## config.mk

```make
export PLATFORM = sky130hd
export DESIGN_NAME = audio_fifo_i2s_flat
export DESIGN_NICKNAME = d
export VERILOG_FILES = /design/src/rtl/audio_pkg.sv /design/src/rtl/audio_fifo_i2s_if.sv /design/src/rtl/sample_fifo.sv /design/src/rtl/audio_fifo_i2s.sv /design/src/flat_wrapper.sv
export SDC_FILE = /design/constraint.sdc
export NUM_CORES = 1
export LEC_CHECK = 0
export ABC_AREA = 0
export BUFFER_PORTS_ARGS = -buffer_cell sky130_fd_sc_hd__buf_4
export CAP_MARGIN = 20
export CORE_MARGIN = 10
export CORE_UTILIZATION = 55
export DETAILED_ROUTE_END_ITERATION = 10
export PLACE_DENSITY = 0.74
export SETUP_SLACK_MARGIN = 0.5
export SLEW_MARGIN = 5
export SYNTH_ARGS = -nofsm -noshare
export SYNTH_HDL_FRONTEND = slang
export SYNTH_SLANG_ARGS = --single-unit
```

## constraint.sdc

```tcl
create_clock -name CLK -period 3.55 [get_ports CLK]
set_clock_uncertainty 0.05 [all_clocks]
set_input_delay 0.8875 -clock CLK [delete_from_list [all_inputs] [get_ports CLK]]
set_output_delay 0.8875 -clock CLK [all_outputs]
set_load 0.03 [all_outputs]
```

## src/rtl/audio_pkg.sv

```systemverilog
// Shared definitions for the audio FIFO / I2S serializer slice: sample width,
// saturation limits, serializer states and the saturating narrowing helper.
package audio_pkg;

    localparam int SAMPLE_W = 16;

    localparam logic signed [31:0] SAT_MAX = 32'sd32767;
    localparam logic signed [31:0] SAT_MIN = -32'sd32768;

    typedef logic [1:0] ser_state_t;

    localparam ser_state_t ST_IDLE  = 2'd0;
    localparam ser_state_t ST_DELAY = 2'd1;
    localparam ser_state_t ST_SHIFT = 2'd2;
    localparam ser_state_t ST_PAD   = 2'd3;

    function automatic logic [SAMPLE_W-1:0] sat_sample(input logic signed [31:0] i_val);
        logic [SAMPLE_W-1:0] w_res;
        if (i_val > SAT_MAX) begin
            w_res = SAT_MAX[SAMPLE_W-1:0];
        end else if (i_val < SAT_MIN) begin
            w_res = SAT_MIN[SAMPLE_W-1:0];
        end else begin
            w_res = i_val[SAMPLE_W-1:0];
        end
        return w_res;
    endfunction

endpackage

```

## src/rtl/audio_fifo_i2s_if.sv

```systemverilog
// Bundle of the synth-core push side, codec I2S pins and status flags.
// The block itself connects through the slave modport.
interface audio_fifo_i2s_if #(
    parameter int unsigned DEPTH = 16
);
    localparam int unsigned LEVEL_W = $clog2(DEPTH) + 1;

    logic               LD_FIFO;
    logic [31:0]        TONE;
    logic               FIFO_FULL;
    logic [LEVEL_W-1:0] LEVEL;
    logic               AUD_BCLK;
    logic               AUD_DACLRCK;
    logic               AUD_DACDAT;
    logic               UNDERRUN;
    logic               OVERFLOW;
    logic               CLR_STATUS;

    modport master (
        output LD_FIFO, TONE, AUD_BCLK, AUD_DACLRCK, CLR_STATUS,
        input  FIFO_FULL, LEVEL, AUD_DACDAT, UNDERRUN, OVERFLOW
    );

    modport slave (
        input  LD_FIFO, TONE, AUD_BCLK, AUD_DACLRCK, CLR_STATUS,
        output FIFO_FULL, LEVEL, AUD_DACDAT, UNDERRUN, OVERFLOW
    );

endinterface

```

## src/rtl/sample_fifo.sv

```systemverilog
// Synchronous FIFO with registered level/full; a push into a full FIFO is
// accepted only when a real pop happens in the same cycle.
module sample_fifo #(
    parameter int unsigned DEPTH = 16,
    parameter int unsigned WIDTH = 32,
    localparam int unsigned AW   = $clog2(DEPTH),
    localparam int unsigned LW   = AW + 1
) (
    input  logic             CLK,
    input  logic             RESET_N,
    input  logic             i_push,
    input  logic [WIDTH-1:0] i_wdata,
    input  logic             i_pop,
    output logic [WIDTH-1:0] o_rdata,
    output logic             o_full,
    output logic             o_empty,
    output logic [LW-1:0]    o_level,
    output logic             o_overflow
);

    logic [WIDTH-1:0] r_mem [DEPTH];
    logic [AW-1:0]    r_wptr;
    logic [AW-1:0]    r_rptr;
    logic [LW-1:0]    r_level;
    logic             r_full;

    logic             w_empty;
    logic             w_pop_ok;
    logic             w_push_ok;
    logic [LW-1:0]    w_level_nxt;

    assign w_empty     = (r_level == '0);
    assign w_pop_ok    = i_pop & ~w_empty;
    assign w_push_ok   = i_push & (~r_full | w_pop_ok);
    assign w_level_nxt = r_level + LW'(w_push_ok) - LW'(w_pop_ok);

    always_ff @(posedge CLK or negedge RESET_N) begin
        if (!RESET_N) begin
            r_wptr  <= '0;
            r_rptr  <= '0;
            r_level <= '0;
            r_full  <= 1'b0;
        end else begin
            if (w_push_ok) r_wptr <= r_wptr + AW'(1);
            if (w_pop_ok)  r_rptr <= r_rptr + AW'(1);
            r_level <= w_level_nxt;
            r_full  <= (w_level_nxt == LW'(DEPTH));
        end
    end

    // Storage is deliberately left out of reset.
    always_ff @(posedge CLK) begin
        if (w_push_ok) r_mem[r_wptr] <= i_wdata;
    end

    assign o_rdata    = r_mem[r_rptr];
    assign o_full     = r_full;
    assign o_empty    = w_empty;
    assign o_level    = r_level;
    assign o_overflow = i_push & ~w_push_ok;

endmodule

```

## src/rtl/audio_fifo_i2s.sv

```systemverilog
// Sample FIFO feeding a mono I2S transmitter slaved to the codec's BCLK/LRCK;
// each frame pops one sample and sends it on both channels.
module audio_fifo_i2s
    import audio_pkg::*;
#(
    parameter int unsigned DEPTH = 16,
    parameter int unsigned SHIFT = 8
) (
    input  logic              CLK,
    input  logic              RESET_N,
    audio_fifo_i2s_if.slave   bus
);

    localparam int unsigned LW = $clog2(DEPTH) + 1;

    logic [1:0]           r_bclk_sync;
    logic [1:0]           r_lrck_sync;
    logic                 r_bclk_prev;
    logic                 r_lrck_prev;

    ser_state_t           r_state;
    logic [SAMPLE_W-1:0]  r_shift;
    logic [SAMPLE_W-1:0]  r_held;
    logic [4:0]           r_cnt;
    logic                 r_dacdat;
    logic                 r_underrun;
    logic                 r_overflow;

    logic                 w_bclk_fall;
    logic                 w_lrck_fall;
    logic                 w_lrck_rise;
    logic [31:0]          w_rdata;
    logic                 w_full;
    logic                 w_empty;
    logic [LW-1:0]        w_level;
    logic                 w_fifo_ovf;
    logic signed [31:0]   w_tone_shifted;
    logic [SAMPLE_W-1:0]  w_conv;
    logic [SAMPLE_W-1:0]  w_next_sample;

    always_ff @(posedge CLK or negedge RESET_N) begin
        if (!RESET_N) begin
            r_bclk_sync <= '0;
            r_lrck_sync <= '0;
            r_bclk_prev <= 1'b0;
            r_lrck_prev <= 1'b0;
        end else begin
            r_bclk_sync <= {r_bclk_sync[0], bus.AUD_BCLK};
            r_lrck_sync <= {r_lrck_sync[0], bus.AUD_DACLRCK};
            r_bclk_prev <= r_bclk_sync[1];
            r_lrck_prev <= r_lrck_sync[1];
        end
    end

    assign w_bclk_fall = r_bclk_prev & ~r_bclk_sync[1];
    assign w_lrck_fall = r_lrck_prev & ~r_lrck_sync[1];
    assign w_lrck_rise = ~r_lrck_prev & r_lrck_sync[1];

    sample_fifo #(
        .DEPTH (DEPTH),
        .WIDTH (32)
    ) u_fifo (
        .CLK        (CLK),
        .RESET_N    (RESET_N),
        .i_push     (bus.LD_FIFO),
        .i_wdata    (bus.TONE),
        .i_pop      (w_lrck_fall),
        .o_rdata    (w_rdata),
        .o_full     (w_full),
        .o_empty    (w_empty),
        .o_level    (w_level),
        .o_overflow (w_fifo_ovf)
    );

    assign w_tone_shifted = $signed(w_rdata) >>> SHIFT;
    assign w_conv         = sat_sample(w_tone_shifted);
    // An empty FIFO at frame start replays the previous sample.
    assign w_next_sample  = w_empty ? r_held : w_conv;

    always_ff @(posedge CLK or negedge RESET_N) begin
        if (!RESET_N) begin
            r_state  <= ST_IDLE;
            r_shift  <= '0;
            r_held   <= '0;
            r_cnt    <= '0;
            r_dacdat <= 1'b0;
        end else if (w_lrck_fall) begin
            r_held  <= w_next_sample;
            r_shift <= w_next_sample;
            r_state <= ST_DELAY;
        end else if (w_lrck_rise && (r_state != ST_IDLE)) begin
            r_shift <= r_held;
            r_state <= ST_DELAY;
        end else if (w_bclk_fall) begin
            case (r_state)
                ST_DELAY: begin
                    r_dacdat <= r_shift[SAMPLE_W-1];
                    r_shift  <= r_shift << 1;
                    r_cnt    <= 5'd1;
                    r_state  <= ST_SHIFT;
                end
                ST_SHIFT: begin
                    if (r_cnt == 5'd16) begin
                        r_dacdat <= 1'b0;
                        r_state  <= ST_PAD;
                    end else begin
                        r_dacdat <= r_shift[SAMPLE_W-1];
                        r_shift  <= r_shift << 1;
                        r_cnt    <= r_cnt + 5'd1;
                    end
                end
                default: ;
            endcase
        end
    end

    // A same-cycle set event wins over CLR_STATUS.
    always_ff @(posedge CLK or negedge RESET_N) begin
        if (!RESET_N) begin
            r_underrun <= 1'b0;
            r_overflow <= 1'b0;
        end else begin
            if (w_lrck_fall && w_empty) r_underrun <= 1'b1;
            else if (bus.CLR_STATUS)    r_underrun <= 1'b0;
            if (w_fifo_ovf)             r_overflow <= 1'b1;
            else if (bus.CLR_STATUS)    r_overflow <= 1'b0;
        end
    end

    assign bus.FIFO_FULL  = w_full;
    assign bus.LEVEL      = w_level;
    assign bus.AUD_DACDAT = r_dacdat;
    assign bus.UNDERRUN   = r_underrun;
    assign bus.OVERFLOW   = r_overflow;

endmodule

```

## src/flat_wrapper.sv

```systemverilog
// flat-port wrapper written by rule: the top's interface ports become plain ports
module audio_fifo_i2s_flat import audio_pkg::*;
#(
    parameter int unsigned DEPTH = 16,
    parameter int unsigned SHIFT = 8
)
  (CLK, RESET_N, bus_LD_FIFO, bus_TONE, bus_AUD_BCLK, bus_AUD_DACLRCK, bus_CLR_STATUS, bus_FIFO_FULL, bus_LEVEL, bus_AUD_DACDAT, bus_UNDERRUN, bus_OVERFLOW);
  audio_fifo_i2s_if #(.DEPTH(DEPTH)) bus_i ();
  input  logic CLK;
  input  logic RESET_N;
  input wire logic [$bits(bus_i.LD_FIFO)-1:0] bus_LD_FIFO;
  input wire logic [$bits(bus_i.TONE)-1:0] bus_TONE;
  input wire logic [$bits(bus_i.AUD_BCLK)-1:0] bus_AUD_BCLK;
  input wire logic [$bits(bus_i.AUD_DACLRCK)-1:0] bus_AUD_DACLRCK;
  input wire logic [$bits(bus_i.CLR_STATUS)-1:0] bus_CLR_STATUS;
  output wire logic [$bits(bus_i.FIFO_FULL)-1:0] bus_FIFO_FULL;
  output wire logic [$bits(bus_i.LEVEL)-1:0] bus_LEVEL;
  output wire logic [$bits(bus_i.AUD_DACDAT)-1:0] bus_AUD_DACDAT;
  output wire logic [$bits(bus_i.UNDERRUN)-1:0] bus_UNDERRUN;
  output wire logic [$bits(bus_i.OVERFLOW)-1:0] bus_OVERFLOW;
  assign bus_i.LD_FIFO = bus_LD_FIFO;
  assign bus_i.TONE = bus_TONE;
  assign bus_i.AUD_BCLK = bus_AUD_BCLK;
  assign bus_i.AUD_DACLRCK = bus_AUD_DACLRCK;
  assign bus_i.CLR_STATUS = bus_CLR_STATUS;
  assign bus_FIFO_FULL = bus_i.FIFO_FULL;
  assign bus_LEVEL = bus_i.LEVEL;
  assign bus_AUD_DACDAT = bus_i.AUD_DACDAT;
  assign bus_UNDERRUN = bus_i.UNDERRUN;
  assign bus_OVERFLOW = bus_i.OVERFLOW;
  audio_fifo_i2s #(.DEPTH(DEPTH), .SHIFT(SHIFT)) u_core (.CLK(CLK), .RESET_N(RESET_N), .bus(bus_i));
endmodule
```

-- Word level (Yosys, flattened, before mapping)
Memory sizes are Yosys's and may differ from the RTL's.
Cells that the tools add are included.
- add/subtract/negate cells: 5
- magnitude comparators: 2
- equality and inequality tests: 7
- muxes and demuxes: 22
- bitwise logic cells: 15
- reduce and logical (&&, ||, !) cells: 13
- operator list (kind ; number):
    16-bit 2-to-1 mux ; 7
    16-bit case mux with 2 select lines ; 1
    24-bit by 16-bit > comparator with 1-bit output, second input constant ; 1
    24-bit by 16-bit less-than comparator with 1-bit output, second input constant ; 1
    5-bit equality test, second input constant ; 2
    5-bit case mux with 2 select lines ; 1
    4-bit by 1-bit adder with 4-bit output, second input constant ; 2
    2-bit 2-to-1 mux ; 4
    1-bit inverter ; 8
    2-bit nonzero test ; 4
    1-bit AND ; 6
    1-bit 2-to-1 mux ; 6
    3-bit AND reduction ; 2
    5-bit by 1-bit adder with 5-bit output ; 1
    5-bit by 1-bit adder with 5-bit output, second input constant ; 1
    5-bit logical NOT ; 1
    5-bit 2-to-1 mux ; 1
    5-bit AND reduction ; 1
    5-bit by 1-bit subtractor with 5-bit output ; 1
    4-bit by 2-bit != test with 1-bit output, second input constant ; 1
    4-bit by 3-bit != test with 1-bit output, second input constant ; 1
    2-bit case mux with 2 select lines ; 1
    4-bit AND reduction ; 1
    4-bit nonzero test ; 1
    other kinds (7) ; 8
- bits in registers: 62
- RAM bits: 512
- output and inout port bits: 9
- memories kept: 1
- memory list (name ; depth ; bits a word ; rd ports ; clocked after Yosys merged registers in ; write ports ; RTL line ; RTL):
    u_core.u_fifo.r_mem ; 16 ; 32 ; 1 ; 0 ; 1 ; sample_fifo.sv:21 ; logic [WIDTH-1:0] r_mem [DEPTH];

-- Longest topological paths before layout
Gate-level depths: netlist of run 1.
- depth in word-level cells: 8
- mapped depth: 19
- mapped depth without buffers: 18

-- By module
Synthesis of run 1 repeated with hierarchy kept, for this count alone.
- cell total of the unflattened synthesis: 1189
- area total of the unflattened synthesis: 22689.3 um2
- modules (own cells, without submodules) (module ; instances ; cells each ; area an instance (um2) ; seq. area each (um2)):
    sample_fifo ; 1 ; 880 ; 19994.2 ; 15725.1
    audio_fifo_i2s ; 1 ; 309 ; 2695.1 ; 1201.2

-- Least setup slack after synthesis of run 1
Ideal clock, no wire load.
- path kind: reg-to-reg
- start: reg u_core.u_fifo.r_level[2] (netlist: u_core.u_fifo.o_level[2])
- end: mem u_core.u_fifo.r_mem[3][10] (enable)
- library setup time: 0.435 ns
- arrival time: 3.607 ns
- data required time: 3.065 ns
- slack: -0.543 ns
- stages on the path, launching flop included: 9
- path buffers: 1
- period minus slack after synthesis: 4.093 ns
- path through: dfrtp_1 -> inv_1 -> ha_1 -> nor4b_1 -> nand2b_1 -> clkbuf_1 -> a21boi_1 -> nand2_1 -> nor3_1
- cells in the longest elaborated chain, start to end: 7
- ends and longest elaborated chain (item ; RTL line ; RTL):
    from (decl) ; sample_fifo.sv:24 ; logic [LW-1:0] r_level;
    from (signal assigned) ; sample_fifo.sv:46 ; r_level <= w_level_nxt;
    5-bit logical NOT ; sample_fifo.sv:32 ; assign w_empty = (r_level == '0);
    1-bit inverter ; sample_fifo.sv:33 ; assign w_pop_ok = i_pop & ~w_empty;
    1-bit AND ; sample_fifo.sv:33 ;
    1-bit bitwise OR ; sample_fifo.sv:34 ; assign w_push_ok = i_push & (~r_full | w_pop_ok);
    1-bit AND ; sample_fifo.sv:34 ;
    1-bit 2-to-1 mux ; sample_fifo.sv:53 ; if (w_push_ok) r_mem[r_wptr] <= i_wdata;
    1-bit 2-to-1 mux (implied by the code) ; sample_fifo.sv:53 ;
    to (decl) ; sample_fifo.sv:21 ;
Every way passes these cells.

-- Worst setup path after layout of run 1
- start: reg u_core.u_fifo.r_rptr[0]
- end: reg u_core.r_shift[0]
- cells in the longest elaborated chain, start to end: 6
- ends and longest elaborated chain (item ; RTL line ; RTL):
    from (decl) ; sample_fifo.sv:23 ; logic [AW-1:0] r_rptr;
    from (signal assigned) ; sample_fifo.sv:45 ; if (w_pop_ok) r_rptr <= r_rptr + AW'(1);
    memory 16 x 32 bit (*) ; n/a ;
    24-bit by 16-bit less-than comparator with 1-bit output ; audio_pkg.sv:21 ; end else if (i_val < SAT_MIN) begin
    16-bit 2-to-1 mux ; audio_pkg.sv:21 ;
    16-bit 2-to-1 mux (*) ; audio_pkg.sv:19 ; if (i_val > SAT_MAX) begin
    16-bit 2-to-1 mux (*) ; audio_fifo_i2s.sv:78 ; assign w_next_sample = w_empty ? r_held : w_conv;
    16-bit 2-to-1 mux (*) ; audio_fifo_i2s.sv:87 ; end else if (w_lrck_fall) begin
    to (signal assigned) ; audio_fifo_i2s.sv:89 ; r_shift <= w_next_sample;
    to (signal assigned) ; audio_fifo_i2s.sv:92 ; r_shift <= r_held;
    to (signal assigned) ; audio_fifo_i2s.sv:98 ; r_shift <= r_shift << 1;
    to (decl) ; audio_fifo_i2s.sv:22 ; logic [SAMPLE_W-1:0] r_shift;
Every way passes the cells marked *; elsewhere a longest branch is shown, timed or not.
A chain may end at the register's enable or synchronous reset.

==> results of run 1 <==
-- repair_timing --
action,CTS,global route
setup endpoints to repair,7,23
resized for setup,5,22
endpoints found under the hold margin,0,0
setup buffers,0,8
pin swaps,0,8
cloned,1,0
-- report_power, final --
part           internal, uW  total, uW  leakage (uW)  switching [uW]
Combinational          2310       5160       0.00194            2840
Clock                  2690       4630      0.000710            1940
Sequential             6490       6940       0.00420             447
-- per-layer routing --
layer  share of wire (%)  global-route usage (%)  vias up
li1                    -                       -     3843
met1                  42                    27.3     4618
met2                  48                    30.2      395
met3                 7.4                    2.99       65
met4                 2.3                    6.02        0
met5                   0                       0        -
-- cell usage after synthesis (all sizes together) --
cell type	count	area share (%)
o21ai	23	0.67
inv	19	0.40
buf	23	0.85
edfxtp	384	65
nor4bb	1	0.057
nor2b	5	0.18
nand4	5	0.18
mux4	101	13
or4b	1	0.057
nor3	5	0.14
nor4	3	0.18
or3	1	0.035
a21oi	31	0.88
mux2i	13	0.74
a221o	1	0.057
o211ai	2	0.085
and2	2	0.071
clkbuf	23	0.49
clkinv	1	0.021
a31oi	5	0.18
nor2	57	1.3
ha	15	1.1
nand3	4	0.11
dfrtp	62	8.8
a21boi	3	0.19
nand2	50	1.1
a22oi	29	1.2
mux2	14	0.89
nor4b	1	0.050
o22ai	11	0.71
a21o	2	0.085
a22o	2	0.099
fa	1	0.11
nand2b	7	0.25
xor2	1	0.050
xnor2	9	0.45
a221oi	1	0.050
-- worst paths after layout --
| kind | to | slack [ps] | depth (start not counted) |
|---|---|---|---|
| max | u_core.r_shift[0]$_DFFE_PN0P_ | 570 | 7 |
| min | u_core.r_lrck_sync[1]$_DFF_PN0_ | 310 | 0 |
| max reg2reg | u_core.r_shift[0]$_DFFE_PN0P_ | 570 | 7 |
| min reg2reg | u_core.r_lrck_sync[1]$_DFF_PN0_ | 310 | 0 |
| max in group asynchronous | u_core.u_fifo.r_rptr[1]$_DFFE_PN0P_ | 2450 | 1 |
| min in group asynchronous | u_core.u_fifo.o_level[2]$_DFF_PN0_ | 350 | 1 |
-- layout make-up --
cell class	count	area [sq um]
Clock buffer	55	1190
Clock inverter	26	255
Inverter	20	82.6
Timing Repair Buffer	81	737
Sequential cell	446	13100
Multi-Input combinational cell	407	4510
Tap cell	402	503
Antenna cell	1	2.50
Fill cell	2070	11300
-- worst max-delay path: stages, from the launching register on --
cell,delay [ps]
dfrtp_4,520
buf_12,210
mux4_2,510
mux4_2,550
nor2_2,220
a21boi_4,460
a31oi_1,140
a31oi_1,230
-- through the flow --
| stage | total power [uW] | hold slack [ps] | util, % |
|---|---|---|---|
| floorplan | 10500 | 281 | - |
| global placement | 11800 | 294 | 59.2 |
| detailed placement | 12000 | 293 | 59.2 |
| CTS | 16700 | 312 | 63.9 |
| global route | 17500 | 322 | 64.4 |
| finish | 16700 | 309 | 64.4 |
-- flip-flops by register name, summed over array words and instances (netlist names) --
signal	flops
u_core.r_state	2
u_core.r_shift	16
u_core.r_cnt	5
u_core.r_lrck_sync	2
u_core.r_bclk_sync	2
u_core.r_held	16
u_core.r_lrck_prev	1
u_core.u_fifo.o_full	1
u_core.u_fifo.o_level	5
u_core.u_fifo.r_wptr	4
u_core.bus.UNDERRUN	1
u_core.u_fifo.r_rptr	4
u_core.bus.AUD_DACDAT	1
u_core.u_fifo.r_mem	384
u_core.r_bclk_prev	1
u_core.bus.OVERFLOW	1
-- cells by family after synthesis --
logic type      Yosys count  synth area share (%)
simple gates            142                  3.68
flops                   446                  74.1
compound gates          110                  4.24
mux                     128                  14.5
xor+xnor                 10                 0.496
fa+ha+maj                16                  1.18
buf+inv                  66                  1.77
==> reports/results.ini, run 1 <==
[status]
status = finished clean

[floorplan]
core_sq_um = 31600
fp-row-count = 65
dieArea_sq_um = 39700
die_w_um = 199
initial_core_util_pct = 55.8
die_y_um = 199
io_pins = 47

[clocking]
insertion_delay_ps = 560
numCtsBuffers = 45
h-tree-depth = 2
cts_tree = done
cts_buffer_depth = 3
clkTransAtPathRegs_ps = 60
cts.sinks = 446
clockRootBuffer = clkbuf_16
cts_hold_buf = 0

[synth]
yosysWarningCount = 0
synth_seq_area_share_pct = 74.1
syn_inst = 918
synth-seq-cells = 446
synth_nets = 972
syn-cell-area_sq_um = 17600
ys_types = 47
avgSynthCellArea_sq_um = 19.2

[power_and_ir_drop]
peakVddDrop_mv = 0.580
power_density_nw_per_um2 = 821
power.leakage_uw = 0.00685

[flow_run]
drv_cap = 0

[timing]
setup_viol = 0
worst_slew_margin_rel_pct = 45.7
fin_crit_sh_pct = 83.9
min_period_ps = 2980
max_clock_freq_ghz = 0.336
worst_pin_slew_ps = 815
rsz0062_at_grt = yes
drv_slew = 0
setup_ws_ps = 570
finalSetupTns_ps = 0
hold_viol = 0

[grt]
grt_start_max_net_pins = 63
grt_first_pass_wirelength_um = 56600
overflow = 0
antenna_found_initial = 1
grt_usage_pct = 19.2
grt_pass1_vias = 8967

[worst_setup_path]
cp_max_fo = 15
startpoint = u_core.u_fifo.r_rptr[0]$_DFFE_PN0P_
required_ps = 3970
r2r-start = u_core.u_fifo.r_rptr[0]$_DFFE_PN0P_
arrival_ps = 3400
critPathLaunchType = register
endpoint_kind = register
crit_type = reg2reg

[final_layout]
finalNonFillerCells = 1438
final_cell_mix = edfxtp_1, mux4_2, buf_4
layout_commonest_cell = edfxtp_1
final_nets = 1055
final_area_sq_um = 20400
area_growth_pct = 15.4
drive_above_1_share_pct = 31.1

[route]
wire_per_inst_um = 26.1
firstDrtPassIters = 6
vias = 8921
viasPerCell = 6.20
drt_iter0_drc = 879
totalWireLength_um = 37500
ant_nets = 0
route.detailed.drc = 0

[placed_design]
dp_slack_ps = 269
post-place-cells = 1347
port_buffers = 38
place_hpwl_um = 19600
gp_congestion = 0.772
place_area_sq_um = 18700

[hold_path]
hp-class = reg2reg
min_from = u_core.r_lrck_sync[0]$_DFF_PN0_

No activity file was read; power rests on OpenSTA's default activity.
==> run 2, diff against run 1 <==
--- a/config.mk
+++ b/config.mk
@@ -11,7 +11,7 @@
 export CORE_MARGIN = 10
 export CORE_UTILIZATION = 55
 export DETAILED_ROUTE_END_ITERATION = 10
-export PLACE_DENSITY = 0.74
+export PLACE_DENSITY = 0.72
 export SETUP_SLACK_MARGIN = 0.5
 export SLEW_MARGIN = 5
 export SYNTH_ARGS = -nofsm -noshare
==> constraint.sdc (replaced) <==
create_clock -name CLK -period 2.8 [get_ports CLK]
set_clock_uncertainty 0.05 [all_clocks]
set_input_delay 0.7 -clock CLK [delete_from_list [all_inputs] [get_ports CLK]]
set_output_delay 0.7 -clock CLK [all_outputs]
set_load 0.03 [all_outputs]
==> run 2 against run 1 <==
  * Clock-buffer cell count is 4 higher
  * The run now ends with setup timing left
  * Sequential share of layout area down 5.5 points
  * Routed wire length increased by 13%
  * First-iteration DRC count increased by 9.4%
  * Global-route usage up 0.46 points
  * Final area rose by 9.3%
  * Worst hold slack got worse by 200 ps
  * Sequential power grew 26%
  * Utilization rose by 6.0 points
  * Final cell count up 7.6%
  * Combinational power is 72% higher
==> reports/results.ini, run 2 (synthesized netlist as in run 1, its figures left out) <==
[floorplan]
fp-row-count = 65  ; unchanged
core_sq_um = 31600  ; unchanged
die_y_um = 199  ; unchanged
initial_core_util_pct = 55.8  ; unchanged
dieArea_sq_um = 39700  ; unchanged
die_w_um = 199  ; unchanged
io_pins = 47  ; unchanged

[timing]
setup_viol = 5  ; +5
worst_pin_slew_ps = 615  ; -200 ps
rsz0062_at_grt = yes
hold_viol = 0  ; unchanged
worst_slew_margin_rel_pct = 59.0  ; +13 points
drv_slew = 0  ; unchanged
max_clock_freq_ghz = 0.353  ; +5.2%
hold_ws_ps = 106  ; -203 ps
min_period_ps = 2830  ; -146 ps
fin_crit_sh_pct = 101  ; +17 points
setup_ws_ps = -33.8  ; -604 ps

[status]
failed_checks = setup timing
status = complete, but fails checks

[placed_design]
place_area_sq_um = 19200  ; +2.5%
port_buffers = 38  ; unchanged
gp_congestion = 0.788  ; +2.0%
dp_slack_ps = -77.0  ; -346 ps
post-place-cells = 1391  ; +3.3%
place_hpwl_um = 22000  ; +12%

[route]
drt_iter0_drc = 962  ; +9.4%
wire_per_inst_um = 27.3  ; +4.9%
route.detailed.drc = 0  ; unchanged
vias = 9568  ; +7.3%
totalWireLength_um = 42300  ; +13%
viasPerCell = 6.18  ; -0.30%
firstDrtPassIters = 5  ; -1
ant_nets = 0  ; unchanged

[final_layout]
top_register = u_core.u_fifo.r_mem
final_cell_mix = edfxtp_1, buf_4, mux4_2
finalNonFillerCells = 1547  ; +7.6%
final_area_sq_um = 22300  ; +9.3%
drive_above_1_share_pct = 40.9  ; +9.8 points
reg_top3 = u_core.u_fifo.r_mem: 384 flops, u_core.r_held: 16 flops, u_core.r_shift: 16 flops
final_nets = 1164  ; +10%
largest_reg_flops = 384  ; unchanged
layout_commonest_cell = edfxtp_1
area_growth_pct = 26.2
fin_util_pct = 70.4  ; +6.0 points

[grt]
grt_usage_pct = 19.7  ; +0.46 points
overflow = 0  ; unchanged
grt_start_max_net_pins = 47  ; -25%
antenna_found_initial = 2  ; +1
grt_pass1_vias = 9531  ; +6.3%
grt_first_pass_wirelength_um = 58000  ; +2.5%

[power_and_ir_drop]
power_density_nw_per_um2 = 1060  ; +29%
peakVddDrop_mv = 0.672  ; +16%
power.leakage_uw = 0.00767  ; +12%

[worst_setup_path]
crit_type = reg2reg
required_ps = 3180  ; -790 ps
cp_max_fo = 7  ; -8
endpoint_kind = register
arrival_ps = 3210  ; -190 ps
critPathLaunchType = register

[clocking]
insertion_delay_ps = 570  ; about the same
cts_tree = done
numCtsBuffers = 45  ; unchanged
cts_buffer_depth = 3  ; unchanged
clkTransAtPathRegs_ps = 60  ; about the same
cts_hold_buf = 0  ; unchanged
cts.sinks = 446  ; unchanged
h-tree-depth = 2  ; unchanged
clockRootBuffer = clkbuf_16

[flow_run]
drv_cap = 0  ; unchanged

[hold_path]
hp-class = in2async

run 2: cell types whose count changed in the layout (fill, tap and decap cells not counted), sizes merged:
cell      delta
buf         +98
clkbuf      +16
clkinv       -6
clkinvlp     +2
a21boi       -1
diode        +1
inv          -1
run 2: power breakdown:
group	total (uW)	internal, uW	switching, uW
logic	8860	4410	4460
clock network	5890	3410	2480
registers	8760	8230	535
run 2: metrics by stage:
stage               setup TNS [ps]  power (uW)
floorplan                   -32260       13300
global placement             -70.0       15600
detailed placement           -77.0       15700
CTS                              0       22500
global route                 -2520       24500
finish                       -58.4       23500
run 2: final cells by class:
| type | instances | area, sq um |
|---|---|---|
| fillers | 1837 | 9360 |
| repair buffers | 191 | 2380 |
| multi-input cells | 406 | 4770 |
| inverters | 20 | 80.1 |
| clock inverters | 21 | 241 |
| flip-flops and latches | 446 | 13100 |
| well taps | 402 | 503 |
| diodes | 2 | 5.00 |
| clock buffers | 59 | 1200 |
run 2: final timing paths:
kind | slack (ps) | cells after the start | to | start
min reg2reg | 300 | 0 | u_core.r_lrck_sync[1]$_DFF_PN0_ | u_core.r_lrck_sync[0]$_DFF_PN0_
min | 110 | 1 | u_core.u_fifo.o_level[1]$_DFF_PN0_ | RESET_N
max | -30 | 13 | u_core.r_shift[3]$_DFFE_PN0P_ | u_core.u_fifo.r_rptr[0]$_DFFE_PN0P_
max reg2reg | -30 | 13 | u_core.r_shift[3]$_DFFE_PN0P_ | u_core.u_fifo.r_rptr[0]$_DFFE_PN0P_
min in group CLK | 200 | 1 | u_core.r_bclk_sync[0]$_DFF_PN0_ | bus_AUD_BCLK
max in group asynchronous | 1990 | 2 | u_core.r_shift[7]$_DFFE_PN0P_ | RESET_N
run 2: routing by layer:
layer  global-route usage, %  up-vias  share of wire, %
met3                    3.78       76               6.8
met1                    25.8     5036                38
met5                       0        -                 0
met2                    33.0      381                52
li1                        -     4075                 -
met4                    5.54        0               2.2
run 2: repair_timing:
action	4_1_cts	5_1_grt
resized for setup	56	97
pin swaps	13	13
cloned	6	14
endpoints found under the setup margin	290	375
setup buffers	24	30
run 2: critical path, stage by stage, from the launching register on:
cell and delay (ps):
dfrtp_4 560, buf_12 160, buf_16 140, buf_8 120
mux4_2 430, a22oi_2 190, nand2_2 100, nor4_2 220
buf_4 170, a21boi_4 60, buf_12 140, buf_6 120
a221oi_2 170, a21oi_1 90
